[config.mk]
export PLATFORM = sky130hd
export DESIGN_NAME = multi_timer
export DESIGN_NICKNAME = d
export VERILOG_FILES = /design/src/rtl/multi_timer_pkg.sv /design/src/rtl/multi_timer_channel.sv /design/src/rtl/multi_timer.sv
export SDC_FILE = /design/constraint.sdc
export NUM_CORES = 1
export LEC_CHECK = 0
export ABC_AREA = 1
export BUFFER_PORTS_ARGS = -buffer_cell sky130_fd_sc_hd__buf_2
export CAP_MARGIN = 20
export CORE_MARGIN = 5
export CORE_UTILIZATION = 56
export DETAILED_ROUTE_END_ITERATION = 8
export PLACE_DENSITY_LB_ADDON = 0.08
export RECOVER_POWER = 100
export SLEW_MARGIN = 20
export SYNTH_ARGS = -nofsm -noshare
export SYNTH_HDL_FRONTEND = slang
export SYNTH_HIERARCHICAL = 1
export SYNTH_SLANG_ARGS = --single-unit
export TNS_END_PERCENT = 10
[constraint.sdc]
create_clock -name clk -period 1.4 [get_ports clk]
set_clock_uncertainty 0.05 [all_clocks]
set_input_delay 0.28 -clock clk [delete_from_list [all_inputs] [get_ports clk]]
set_output_delay 0.28 -clock clk [all_outputs]
set_load 0.02 [all_outputs]
[src/rtl/multi_timer_pkg.sv]
// Shared types and width helpers for the multi-channel timer.
package multi_timer_pkg;

  localparam int MULT_W = 3;

  typedef enum logic {
    MODE_ONESHOT  = 1'b0,
    MODE_PERIODIC = 1'b1
  } mode_e;

  function automatic int cnt_width(input int tvalue_w);
    return tvalue_w + 7;
  endfunction

endpackage

[src/rtl/multi_timer_channel.sv]
// One timer channel: counts (TVALUE<<k)-1 cycles after a trigger, pulses done on the last one.
// Periodic auto-reload exists only when MULTI_TIMER_PERIODIC_EN is defined.
module timer_channel
  import multi_timer_pkg::*;
#(
  parameter int TVALUE = 7,
  parameter int CNT_W  = 23
) (
  input  logic              clk,
  input  logic              reset,
  input  logic              tr,
  input  logic              stop,
  input  logic [MULT_W-1:0] multiplier,
  input  logic              periodic,
  output logic              cf,
  output logic              done
);

  localparam logic [CNT_W-1:0] TV = CNT_W'(TVALUE);

  function automatic logic [CNT_W-1:0] reload_val(input logic [MULT_W-1:0] k);
    return (TV << k) - CNT_W'(1);
  endfunction

  logic [CNT_W-1:0] cnt_q, cnt_d;

`ifdef MULTI_TIMER_PERIODIC_EN
  logic [MULT_W-1:0] mult_q, mult_d;
  mode_e             mode_q, mode_d;

  always_ff @(posedge clk or negedge reset) begin
    if (!reset) begin
      mult_q <= '0;
      mode_q <= MODE_ONESHOT;
    end else begin
      mult_q <= mult_d;
      mode_q <= mode_d;
    end
  end
`else
  logic unused_periodic;
  assign unused_periodic = periodic;
`endif

  always_comb begin
    cnt_d = cnt_q;
`ifdef MULTI_TIMER_PERIODIC_EN
    mult_d = mult_q;
    mode_d = mode_q;
`endif
    // stop outranks both a fresh trigger and a periodic reload
    if (stop) begin
      cnt_d = '0;
    end else if (cnt_q == '0) begin
      if (tr) begin
        cnt_d = reload_val(multiplier);
`ifdef MULTI_TIMER_PERIODIC_EN
        mult_d = multiplier;
        mode_d = periodic ? MODE_PERIODIC : MODE_ONESHOT;
`endif
      end
    end else if (cnt_q == CNT_W'(1)) begin
`ifdef MULTI_TIMER_PERIODIC_EN
      cnt_d = (mode_q == MODE_PERIODIC) ? reload_val(mult_q) : '0;
`else
      cnt_d = '0;
`endif
    end else begin
      cnt_d = cnt_q - CNT_W'(1);
    end
  end

  always_ff @(posedge clk or negedge reset) begin
    if (!reset) cnt_q <= '0;
    else        cnt_q <= cnt_d;
  end

  assign cf   = (cnt_q == '0);
  assign done = (cnt_q == CNT_W'(1));

endmodule

[src/rtl/multi_timer.sv]
// Array of independent timer channels sharing only clock and reset.
// Optional feature macro: MULTI_TIMER_PERIODIC_EN (periodic auto-reload mode).
module multi_timer
  import multi_timer_pkg::*;
#(
  parameter int CHANNELS = 4,
  parameter int TVALUE   = 7,
  parameter int TVALUE_W = 16
) (
  input  logic                       clk,
  input  logic                       reset,
  input  logic [CHANNELS-1:0]        tr,
  input  logic [CHANNELS-1:0]        stop,
  input  logic [MULT_W*CHANNELS-1:0] multiplier,
  input  logic [CHANNELS-1:0]        periodic,
  output logic [CHANNELS-1:0]        cf,
  output logic [CHANNELS-1:0]        done
);

  localparam int CNT_W = cnt_width(TVALUE_W);

  generate
    for (genvar gi = 0; gi < CHANNELS; gi++) begin : g_ch
      timer_channel #(
        .TVALUE(TVALUE),
        .CNT_W (CNT_W)
      ) u_ch (
        .clk       (clk),
        .reset     (reset),
        .tr        (tr[gi]),
        .stop      (stop[gi]),
        .multiplier(multiplier[MULT_W*gi +: MULT_W]),
        .periodic  (periodic[gi]),
        .cf        (cf[gi]),
        .done      (done[gi])
      );
    end
  endgenerate

endmodule
* After elaboration in Yosys (flattened, before gate mapping)
Index checks and enable logic that the tools add are counted.
W data, S select, Z words.
** Operators by class
- Shift-type cells :: 4
- $add $sub $neg :: 8
- Equal/unequal tests :: 8
- Multiplexer cells :: 16
- Reduce and logical (&&, ||, !) cells :: 4
** Operators by type and width (number)
- $mux W23 :: 16
- $sub A23 B1 Y23 const B :: 8
- $eq A23 B1 Y1 const B :: 4
- $logic_not A23 Y1 :: 4
- $shl A3 B3 Y23 const A :: 4
- $ne A3 B3 Y1 const B :: 4
** Word-level totals
- Input bits :: 26
- Logic and storage cells :: 44
- Output and inout bits :: 8
- Bits in registers :: 92

* Depth between registers and ports, before layout
Gate-level depths: netlist of run 1.
- Depth in word-level cells :: 5
- Depth in mapped cells :: 10
- Mapped depth without buffers :: 10

* Hierarchy
Netlist of run 1, hierarchy kept.
** Modules (own cells, without submodules)
- timer_channel at g_ch[1].u_ch ... :: area each 1617.8 µm², cells an instance 233, instances 2, sequential area each 575.6 µm²
- timer_channel at g_ch[3].u_ch :: area each 1624.1 µm², cells an instance 237, instances 1, sequential area each 575.6 µm²
- timer_channel at g_ch[0].u_ch :: area each 1615.3 µm², cells an instance 233, instances 1, sequential area each 575.6 µm²

* Worst setup path before layout of run 1
No wires, ideal clock.
- Path type :: register to register
- From :: register g_ch[0].u_ch.cnt_q[0]
- To :: register g_ch[0].u_ch.cnt_q[1]
- Setup time :: 0.117 ns
- Required time :: 1.233 ns
- Data arrival time :: 1.408 ns
- Slack :: -0.175 ns
- Buffers on the path :: 0
- Period minus slack after synthesis :: 1.575 ns
- Cell stages (with the launch flop) :: 10
- Path through :: dfrtp_1 inv_1 ha_1 nand2_2 nor2_8 nand3_4 clkinv_2 nand2_1 nand3_1 nand2_1
** Between the ends
- Elaborated cells on any way between the ends :: 7
- Those cells by class :: 1 x add/sub; 2 x eq/ne; 3 x mux; 1 x reduce/logical
** RTL lines
- start, declared :: line multi_timer_channel.sv:25 : logic [CNT_W-1:0] cnt_q, cnt_d;
- start signal, assigned :: line multi_timer_channel.sv:75 : else cnt_q <= cnt_d;
- $logic_not A23 Y1 (*)
- net cf[0] :: line multi_timer.sv:16 : output logic [CHANNELS-1:0] cf,
- $mux W23 :: line multi_timer_channel.sv:54 : end else if (cnt_q == '0) begin
- $mux W23 :: line multi_timer_channel.sv:52 : if (stop) begin
Mark *: on every way through the listed nets, which the timed path passes. The rest lies on a longest branch.
A chain may end at the register's enable or synchronous reset.

* Worst setup path in the final report of run 1
- From :: register g_ch[2].u_ch.cnt_q[12]
- To :: output port done[2]
** Between the ends
- Cells in the longest elaborated chain, start to end :: 1
** RTL lines
- start, declared :: line multi_timer_channel.sv:25
- start signal, assigned :: line multi_timer_channel.sv:75
- $eq A23 B1 Y1 :: line multi_timer_channel.sv:79 : assign done = (cnt_q == CNT_W'(1));
- end, declared :: line multi_timer.sv:17 : output logic [CHANNELS-1:0] done
Every way passes these cells.

==> impl_metrics.yaml, run 1 <==
die:
  dieArea_um2: 13800
  start_util_pct: 56.9
  die_w_um: 118
  io_pins: 34
  core_area_um2: 11400
  die_h_um: 118
  rows: 39
synth:
  synth_area_leader_cell: "dfrtp_1"
  yosysSeqAreaShare_pct: 35.6
  synth_top_area_share_pct: 35.6
  synth_xor_area_share_pct: 6.76
  synth.net_count: 974
  synthAdderAreaFrac_pct: 2.32
  yosys-top-cells-area: "dfrtp_1, nand2_1, nor2_1, inv_1, xor2_1"
  ys_warn_count: 6
  synth_top_family_by_area: "simple AND/OR/NAND/NOR gates"
  yosysUniqueCellTypes: 28
  netlist_area_um2: 6470
  syn-instance-count: 936
  synth-simple-area-share_pct: 43.1
  synth-seq-cells: 92
  synth_compound_area_share_pct: 5.64
  synth_mux_area_share_pct: 0
  synth.avg_cell_area_um2: 6.92
layout:
  final_cell_mix: "buf_4, nand2_1, nor2_1"
  syn_to_final_growth_pct: 53.0
  regMostFlops: "g_ch.u_ch/cnt_q"
  final_common_cell: "buf_4"
  num_antenna_cells: 0
  largest_reg_flops: 92
  fin_nets: 1284
  drive_gt1_share_pct: 41.3
  largestRegisters: "g_ch.u_ch/cnt_q (92)"
  stdcell_area_um2: 9910
clock_tree:
  h-tree-depth: 3
  cts_root_buf: "clkbuf_16"
  clkSinkCount: 92
  cts_made_buffers: 9
  path_clk_slew_ps: 70
  cts_tree: "done"
  clock_insertion_delay_worst_skew_ps: 340
  ctsLongestPathBuffers: 2
power_and_ir_drop:
  pwr-share-comb_pct: 75.2
  vdd_drop_max_mv: 2.01
  switching_share_pct: 47.3
  pwr-share-seq_pct: 15.5
  p_sw_w: 0.0132
  leakagePower_nw: 5.34
  intPower_w: 0.0147
  clock_power_share_pct: 9.4
  p_per_area_nw_per_um2: 2810
min_path:
  hold_path.class: "input port to flop"
  hold_start: "tr[2]"
grt:
  grt_start_max_net_pins: 46
  grt_pass1_vias: 6900
  track_usage_pct: 26.1
  grt_pass1_wl_um: 30600
  antenna_found_initial: 0
  gr-total-overflow: 0
sta:
  layout_min_cycle_time_ps: 1890
  rsz0062_at_grt: "true"
  max_slew.worst_pin.slew_ps: 546
  final.period_utilization_pct: 135
  layout_setup_ws_ps: -488
  relSlewSlack_pct: 63.6
  fmax_mhz: 530
  tns_ps: -27840
  hold_viol_final: 0
  whs_ps: 236
  finalSetupViolations: 100
  slew_violations: 0
worst_setup_path:
  crit_fanout: 6
  critPathKind: "flop to output port"
  critPathLaunchType: "flop"
  worstPathRequired_ps: 1070
  worstPathArrival_ps: 1560
  cp-startpoint: "g_ch[2].u_ch/cnt_q[12]"
  end_kind: "output port"
  r2r-start: "g_ch[3].u_ch/cnt_q[14]"
routing:
  wl_per_cell_um: 14.9
  ant_nets: 0
  first_pass_iters: 5
  drc: 0
  drt_iter0_markers: 578
  drt-total-wl_um: 20700
  vias_per_cell: 5.29
  vias: 7370
run_status:
  run_status: "complete, but fails checks"
  violations: "setup timing"
placed_design:
  io_buffers: 29
  gp_congestion: 0.870
  dp_hpwl_um: 12400
  dpl-instance-area_um2: 8370
  place_ws_ps: -241
run:
  cap_violations: 0
## worst paths after layout
check                                         endpoint  cells past startpoint  slack (ps)
worst max register to register   g_ch[3].u_ch/cnt_q[0]                     12        -450
max in group asynchronous        g_ch[3].u_ch/cnt_q[0]                      3          80
min in group asynchronous       g_ch[0].u_ch/cnt_q[19]                      2         390
worst min-delay path             g_ch[2].u_ch/cnt_q[2]                      3         240
worst max-delay path                           done[2]                      6        -490
worst min register to register  g_ch[1].u_ch/cnt_q[22]                      2         460
## layout make-up
type | count | area (um^2)
Clock buffer | 12 | 267
Sequential cell | 92 | 2300
Tap cell | 143 | 179
Timing Repair Buffer | 303 | 2350
Multi-Input combinational cell | 731 | 4320
Inverter | 109 | 437
Clock inverter | 4 | 55.1
Fill cell | 597 | 1460
## layer usage
metal / vias to the layer above / GRT usage (%) / routed length (um)
li1: 3564 / - / -
met1: 3480 / 33.0 / 8330
met2: 261 / 46.3 / 10800
met3: 65 / 4.08 / 915
met4: 0 / 7.38 / 633
met5: - / 0 / 0
## what timing repair did
item | CTS | global route
endpoints found under the setup margin | 99 | 100
pin swaps | 43 | 42
hold buffers | 1 | 0
gates cloned | 0 | 0
setup buffers | 45 | 33
gates resized for setup | 88 | 100
endpoints found under the hold margin | 92 | 0
## cells in the mapped netlist
cell,count
a21oi_1,23
a21oi_2,4
clkbuf_1,4
clkinv_2,4
dfrtp_1,92
ha_1,12
inv_1,103
inv_2,2
nand2_1,267
nand2_2,7
nand2_4,2
nand3_1,51
nand3_2,6
nand3_4,6
nand3b_1,3
nand4_1,5
nor2_1,174
nor2_2,18
nor2_4,8
nor2_8,4
nor3_1,54
nor3_2,1
o21ai_0,23
o21ai_2,4
o21ai_4,4
or2_2,5
xnor2_1,11
xor2_1,39
## power by group through the flow
stage | registers [W] | clock network, W | logic [W]
global placement | 0.00419 | 0 | 0.0150
floorplan | 0.00426 | 0 | 0.00949
CTS | 0.00423 | 0.00264 | 0.0177
finish | 0.00431 | 0.00261 | 0.0209
global route | 0.00442 | 0.00275 | 0.0227
detailed placement | 0.00423 | 0 | 0.0154
## per-stage QoR
stage | utilization [%] | cells | power [W]
after CTS | 81.7 | 1361 | 0.0246
after global routing | 87.1 | 1394 | 0.0298
after floorplan | - | 936 | 0.0138
after detailed placement | 73.6 | 1299 | 0.0196
after global placement | 73.6 | 1299 | 0.0192
final | 87.1 | 1394 | 0.0279
## cells by family (layout without fill, tap and decap cells)
| group | count (synthesis) | in the layout |
|---|---|---|
| XOR/XNOR | 50 | 50 |
| adder cells (fa/ha/maj) | 12 | 12 |
| AND/OR/NAND/NOR | 611 | 611 |
| buffers and inverters | 113 | 428 |
| AO/OA/AOI/OAI | 58 | 58 |
| flip-flops | 92 | 92 |
## critical path, cell delays in order, from the launching register on
cell	delay, ps
dfrtp_1	390
nor2_2	170
nand2_2	110
nor2_4	240
nand3_2	120
inv_2	70
buf_6	110
Note: power is estimated with default switching activity, not from simulation.
==> run 2, diff against run 1 <==
Settings changed: BUFFER_PORTS_ARGS -buffer_cell sky130_fd_sc_hd__buf_2 to not set, CORE_UTILIZATION 56 to 59, DONT_BUFFER_PORTS set to 1, TNS_END_PERCENT 10 to 20.
==> impl_metrics.yaml, run 2 (synthesis results as in run 1) <==
run_status:
  run_status: "complete, but fails checks"
  violations: "hold timing, setup timing"
worst_setup_path:
  worstPathArrival_ps: 1570
  crit_fanout: 6
  worstPathRequired_ps: 1070
  critPathLaunchType: "flop"
  r2r-start: "g_ch[2].u_ch/cnt_q[15]"
  critPathKind: "flop to output port"
  cp.depth: 5
  crit_slowest_cell: "dfrtp_1"
  r2r_cells: 11
  cp-startpoint: "g_ch[3].u_ch/cnt_q[16]"
  crit_chain: "nor2_2 -> nand2_2 -> nor2_4 -> nand3_4 -> inv_8"
  critical-path-top-delay-family: "simple AND/OR/NAND/NOR gates"
  end_kind: "output port"
  slowest_delay_ps: 420
  path_buf_inv: 1
routing:
  drt_iter0_markers: 837
  ant_nets: 0
  wl_per_cell_um: 17.8
  drc: 0
  vias_per_cell: 5.74
  first_pass_iters: 8
  drt-total-wl_um: 23800
  vias: 7653
sta:
  fmax_mhz: 526
  final.period_utilization_pct: 136
  layout_setup_ws_ps: -501
  whs_ps: -483
  rsz0062_at_grt: "true"
  hold_viol_final: 92
  slew_violations: 0
  relSlewSlack_pct: 49.9
  max_slew.worst_pin.slew_ps: 749
  layout_min_cycle_time_ps: 1900
  finalSetupViolations: 100
clock_tree:
  clock_insertion_delay_worst_skew_ps: 400
  ctsHoldBuffers: 8
  cts_tree: "done"
  h-tree-depth: 3
  cts_made_buffers: 9
  cts_root_buf: "clkbuf_8"
  path_clk_slew_ps: 90
  ctsLongestPathBuffers: 2
  clkSinkCount: 92
layout:
  drive_gt1_share_pct: 40.0
  fin_nets: 1226
  stdcell_area_um2: 9590
  num_antenna_cells: 0
  final_cell_mix: "nand2_1, buf_4, nor2_1"
  largestRegisters: "g_ch.u_ch/cnt_q (92)"
  instances_no_fill: 1333
  largest_reg_flops: 92
  regMostFlops: "g_ch.u_ch/cnt_q"
  fill_cells: 514
  final_common_cell: "nand2_1"
  syn_to_final_growth_pct: 48.1
power_and_ir_drop:
  leakagePower_nw: 5.07
  vdd_drop_max_mv: 2.75
  power_w: 0.0292
  p_per_area_nw_per_um2: 3040
grt:
  track_usage_pct: 31.4
  antenna_found_initial: 0
  gr-total-overflow: 0
  grt_pass1_wl_um: 33200
  grt_start_max_net_pins: 93
  grt_pass1_vias: 7290
die:
  die_h_um: 115
  core_area_um2: 10800
  start_util_pct: 60.0
  die_w_um: 115
  dieArea_um2: 13200
  io_pins: 34
  rows: 38
placed_design:
  dpl-instance-area_um2: 7920
  place_ws_ps: -256
  gp_congestion: 0.933
  dp_hpwl_um: 12600
  io_buffers: 0
  place_inst: 1231
run:
  cap_violations: 0
min_path:
  hold_path.class: "input port to async pin"
==> run 2: cell types whose count changed in the layout (fill, tap and decap cells not counted), sizes merged <==
cell / change
buf: -63
bufinv: +3
clkbuf: -4
clkinv: -3
dlygate4sd3: +7
inv: +2
==> run 2: cell type report <==
class / instances / area [um^2] / share of cell area [%]
Clock inverter: 6 / 136 / 1.42
Tap cell: 140 / 175 / 1.83
Multi-Input combinational cell: 731 / 4420 / 46.1
Clock buffer: 10 / 128 / 1.33
Sequential cell: 92 / 2300 / 24.0
Inverter: 109 / 449 / 4.68
Timing Repair Buffer: 245 / 1980 / 20.6
==> run 2: report_power, final <==
group          switching, W  leakage [nW]  total, W  internal, W
clock network       0.00104         0.127   0.00241      0.00137
registers          0.000824          1.24   0.00439      0.00356
logic                0.0123          3.70    0.0224       0.0101
==> run 2: worst reg2reg max path: cells and delay by family, from the launching register on <==
family	cells	cell delay [ps]
buffers and inverters	4	500
AND/OR/NAND/NOR	5	610
AO/OA/AOI/OAI	2	210
flip-flops	1	420
==> run 2: per-stage QoR <==
step / hold WS, ps / setup TNS [ps] / utilization, %
after global placement: -62.5 / -11600 / 73.4
final: -483 / -35810 / 88.9
after global routing: -510 / -42230 / 88.9
after floorplan: -65.6 / -1530 / -
after CTS: -488 / -23240 / 83.6
after detailed placement: -63.2 / -17650 / 73.4
==> run 2: what timing repair did <==
item,in CTS,in global routing
pin swaps,52,52
hold endpoints to repair,150,92
gates resized for setup,117,103
buffers inserted,52,32
setup endpoints to repair,100,100
==> run 2: path summary, 6_finish.rpt <==
| kind | end | slack [ps] |
|---|---|---|
| setup / recovery | cf[3] | -500 |
| hold / removal | g_ch[0].u_ch/cnt_q[0] | -480 |
| setup reg to reg | g_ch[2].u_ch/cnt_q[5] | -500 |
| hold reg to reg | g_ch[3].u_ch/cnt_q[22] | 460 |
| max in group asynchronous | g_ch[2].u_ch/cnt_q[2] | 1610 |
| min in group clk | g_ch[0].u_ch/cnt_q[4] | 40 |
==> run 2: layer usage <==
layer  vias to the layer above  global-route usage, %  wire (um)
met3                       135                   6.58       1680
li1                       3449                      -          -
met1                      3612                   35.5       8490
met4                         0                   11.1       1150
met5                         -                      0          0
met2                       457                   58.3      12400
==> run 3, diff against run 2 <==
Settings changed: CORE_UTILIZATION 59 to 49.
==> impl_metrics.yaml, run 3 (synthesis results as in run 1) <==
sta:
  layout_setup_ws_ps: -413
  layout_min_cycle_time_ps: 1810
  relSlewSlack_pct: 59.0
  rsz0062_at_grt: "true"
  whs_ps: -420
  max_slew.worst_pin.slew_ps: 613
  final.period_utilization_pct: 130
  slew_violations: 0
  hold_viol_final: 92
  finalSetupViolations: 100
  fmax_mhz: 552
worst_setup_path:
  worstPathRequired_ps: 1070
  cp-startpoint: "g_ch[0].u_ch/cnt_q[0]"
  r2r-start: "g_ch[2].u_ch/cnt_q[13]"
  worstPathArrival_ps: 1480
  end_kind: "output port"
  critPathKind: "flop to output port"
  r2r_cells: 10
  critPathLaunchType: "flop"
  ff2ff_setup_slack_ps: -340
  crit_fanout: 6
grt:
  grt_pass1_wl_um: 27900
  grt_pass1_vias: 6191
  gr-total-overflow: 0
  grt_start_max_net_pins: 93
  antenna_found_initial: 0
  track_usage_pct: 21.2
clock_tree:
  ctsHoldBuffers: 4
  h-tree-depth: 3
  cts_root_buf: "clkbuf_16"
  cts_tree: "done"
  path_clk_slew_ps: 70
  clkSinkCount: 92
  ctsLongestPathBuffers: 2
  clock_insertion_delay_worst_skew_ps: 340
  cts_made_buffers: 9
layout:
  final_cell_mix: "nand2_1, buf_4, nor2_1"
  largestRegisters: "g_ch.u_ch/cnt_q (92)"
  num_antenna_cells: 0
  multi_input_area_um2: 4390
  syn_to_final_growth_pct: 44.4
  stdcell_area_um2: 9350
  fill_cells: 1052
  fin_nets: 1198
  final_common_cell: "nand2_1"
  drive_gt1_share_pct: 36.7
  regArea_um2: 2300
  regMostFlops: "g_ch.u_ch/cnt_q"
  largest_reg_flops: 92
run_status:
  run_status: "complete, but fails checks"
  violations: "hold timing, setup timing"
routing:
  vias_per_cell: 4.87
  wl_per_cell_um: 13.0
  vias: 6533
  drc: 0
  first_pass_iters: 5
  drt-total-wl_um: 17400
  drt_iter0_markers: 414
  ant_nets: 0
power_and_ir_drop:
  p_per_area_nw_per_um2: 2860
  vdd_drop_max_mv: 1.52
  power_w: 0.0267
  leakagePower_nw: 4.92
placed_design:
  place_ws_ps: -207
  dp_hpwl_um: 11600
  dpl-instance-area_um2: 7930
  gp_congestion: 0.880
  io_buffers: 0
die:
  rows: 42
  die_w_um: 125
  io_pins: 34
  start_util_pct: 49.5
  die_h_um: 125
  dieArea_um2: 15600
  core_area_um2: 13100
min_path:
  hold_path.class: "input port to async pin"
run:
  cap_violations: 0
-- run 3: path summary, 6_finish.rpt --
kind	endpoint
max	cf[0]
min	g_ch[2].u_ch/cnt_q[1]
max reg2reg	g_ch[2].u_ch/cnt_q[5]
min reg2reg	g_ch[3].u_ch/cnt_q[1]
max in group asynchronous	g_ch[3].u_ch/cnt_q[0]
min in group clk	g_ch[1].u_ch/cnt_q[9]
-- run 3: where the power goes --
part           internal, W  switching, W  total [W]
Combinational      0.00927        0.0107     0.0200
Clock              0.00139       0.00103    0.00242
Sequential         0.00357      0.000729    0.00430
-- run 3: final cells by class --
cell class	count	share of cell area [%]
tap	176	2.36
clock buffer	14	2.61
timing repair buffer	215	18.3
multi-input combinational	733	47.0
inverter	109	4.75
sequential	92	24.6
clock inverter	2	0.375
-- run 3: metrics by stage --
stage / instances / TNS (ps) / utilization (%)
floorplan: 936 / -1530 / -
global placement: 1261 / -12700 / 60.6
detailed placement: 1261 / -13920 / 60.6
CTS: 1318 / -19510 / 67.5
global route: 1341 / -32020 / 71.4
finish: 1341 / -23430 / 71.4
-- run 3: per-layer routing --
layer  global-route usage (%)  wire length [um]  up-vias
met4                     4.78               265        0
met3                     2.60               460       25
met1                     26.4              7590     3002
li1                         -                 -     3406
met5                        0                 0        -
met2                     39.5              9090      100
-- run 3: critical path, cell delays in order, from the launching register on --
cell	delay (ps)
dfrtp_1	430
inv_2	110
ha_4	170
nand2_4	70
nor2_8	120
nand3_4	130
inv_8	110
-- run 3: what timing repair did --
action                     in CTS  in global routing
setup endpoints to repair     100                100
gates resized for setup        90                 96
pin swaps                      40                 38
gates cloned                    0                  2
hold endpoints to repair      140                 92
setup buffers                  37                 24
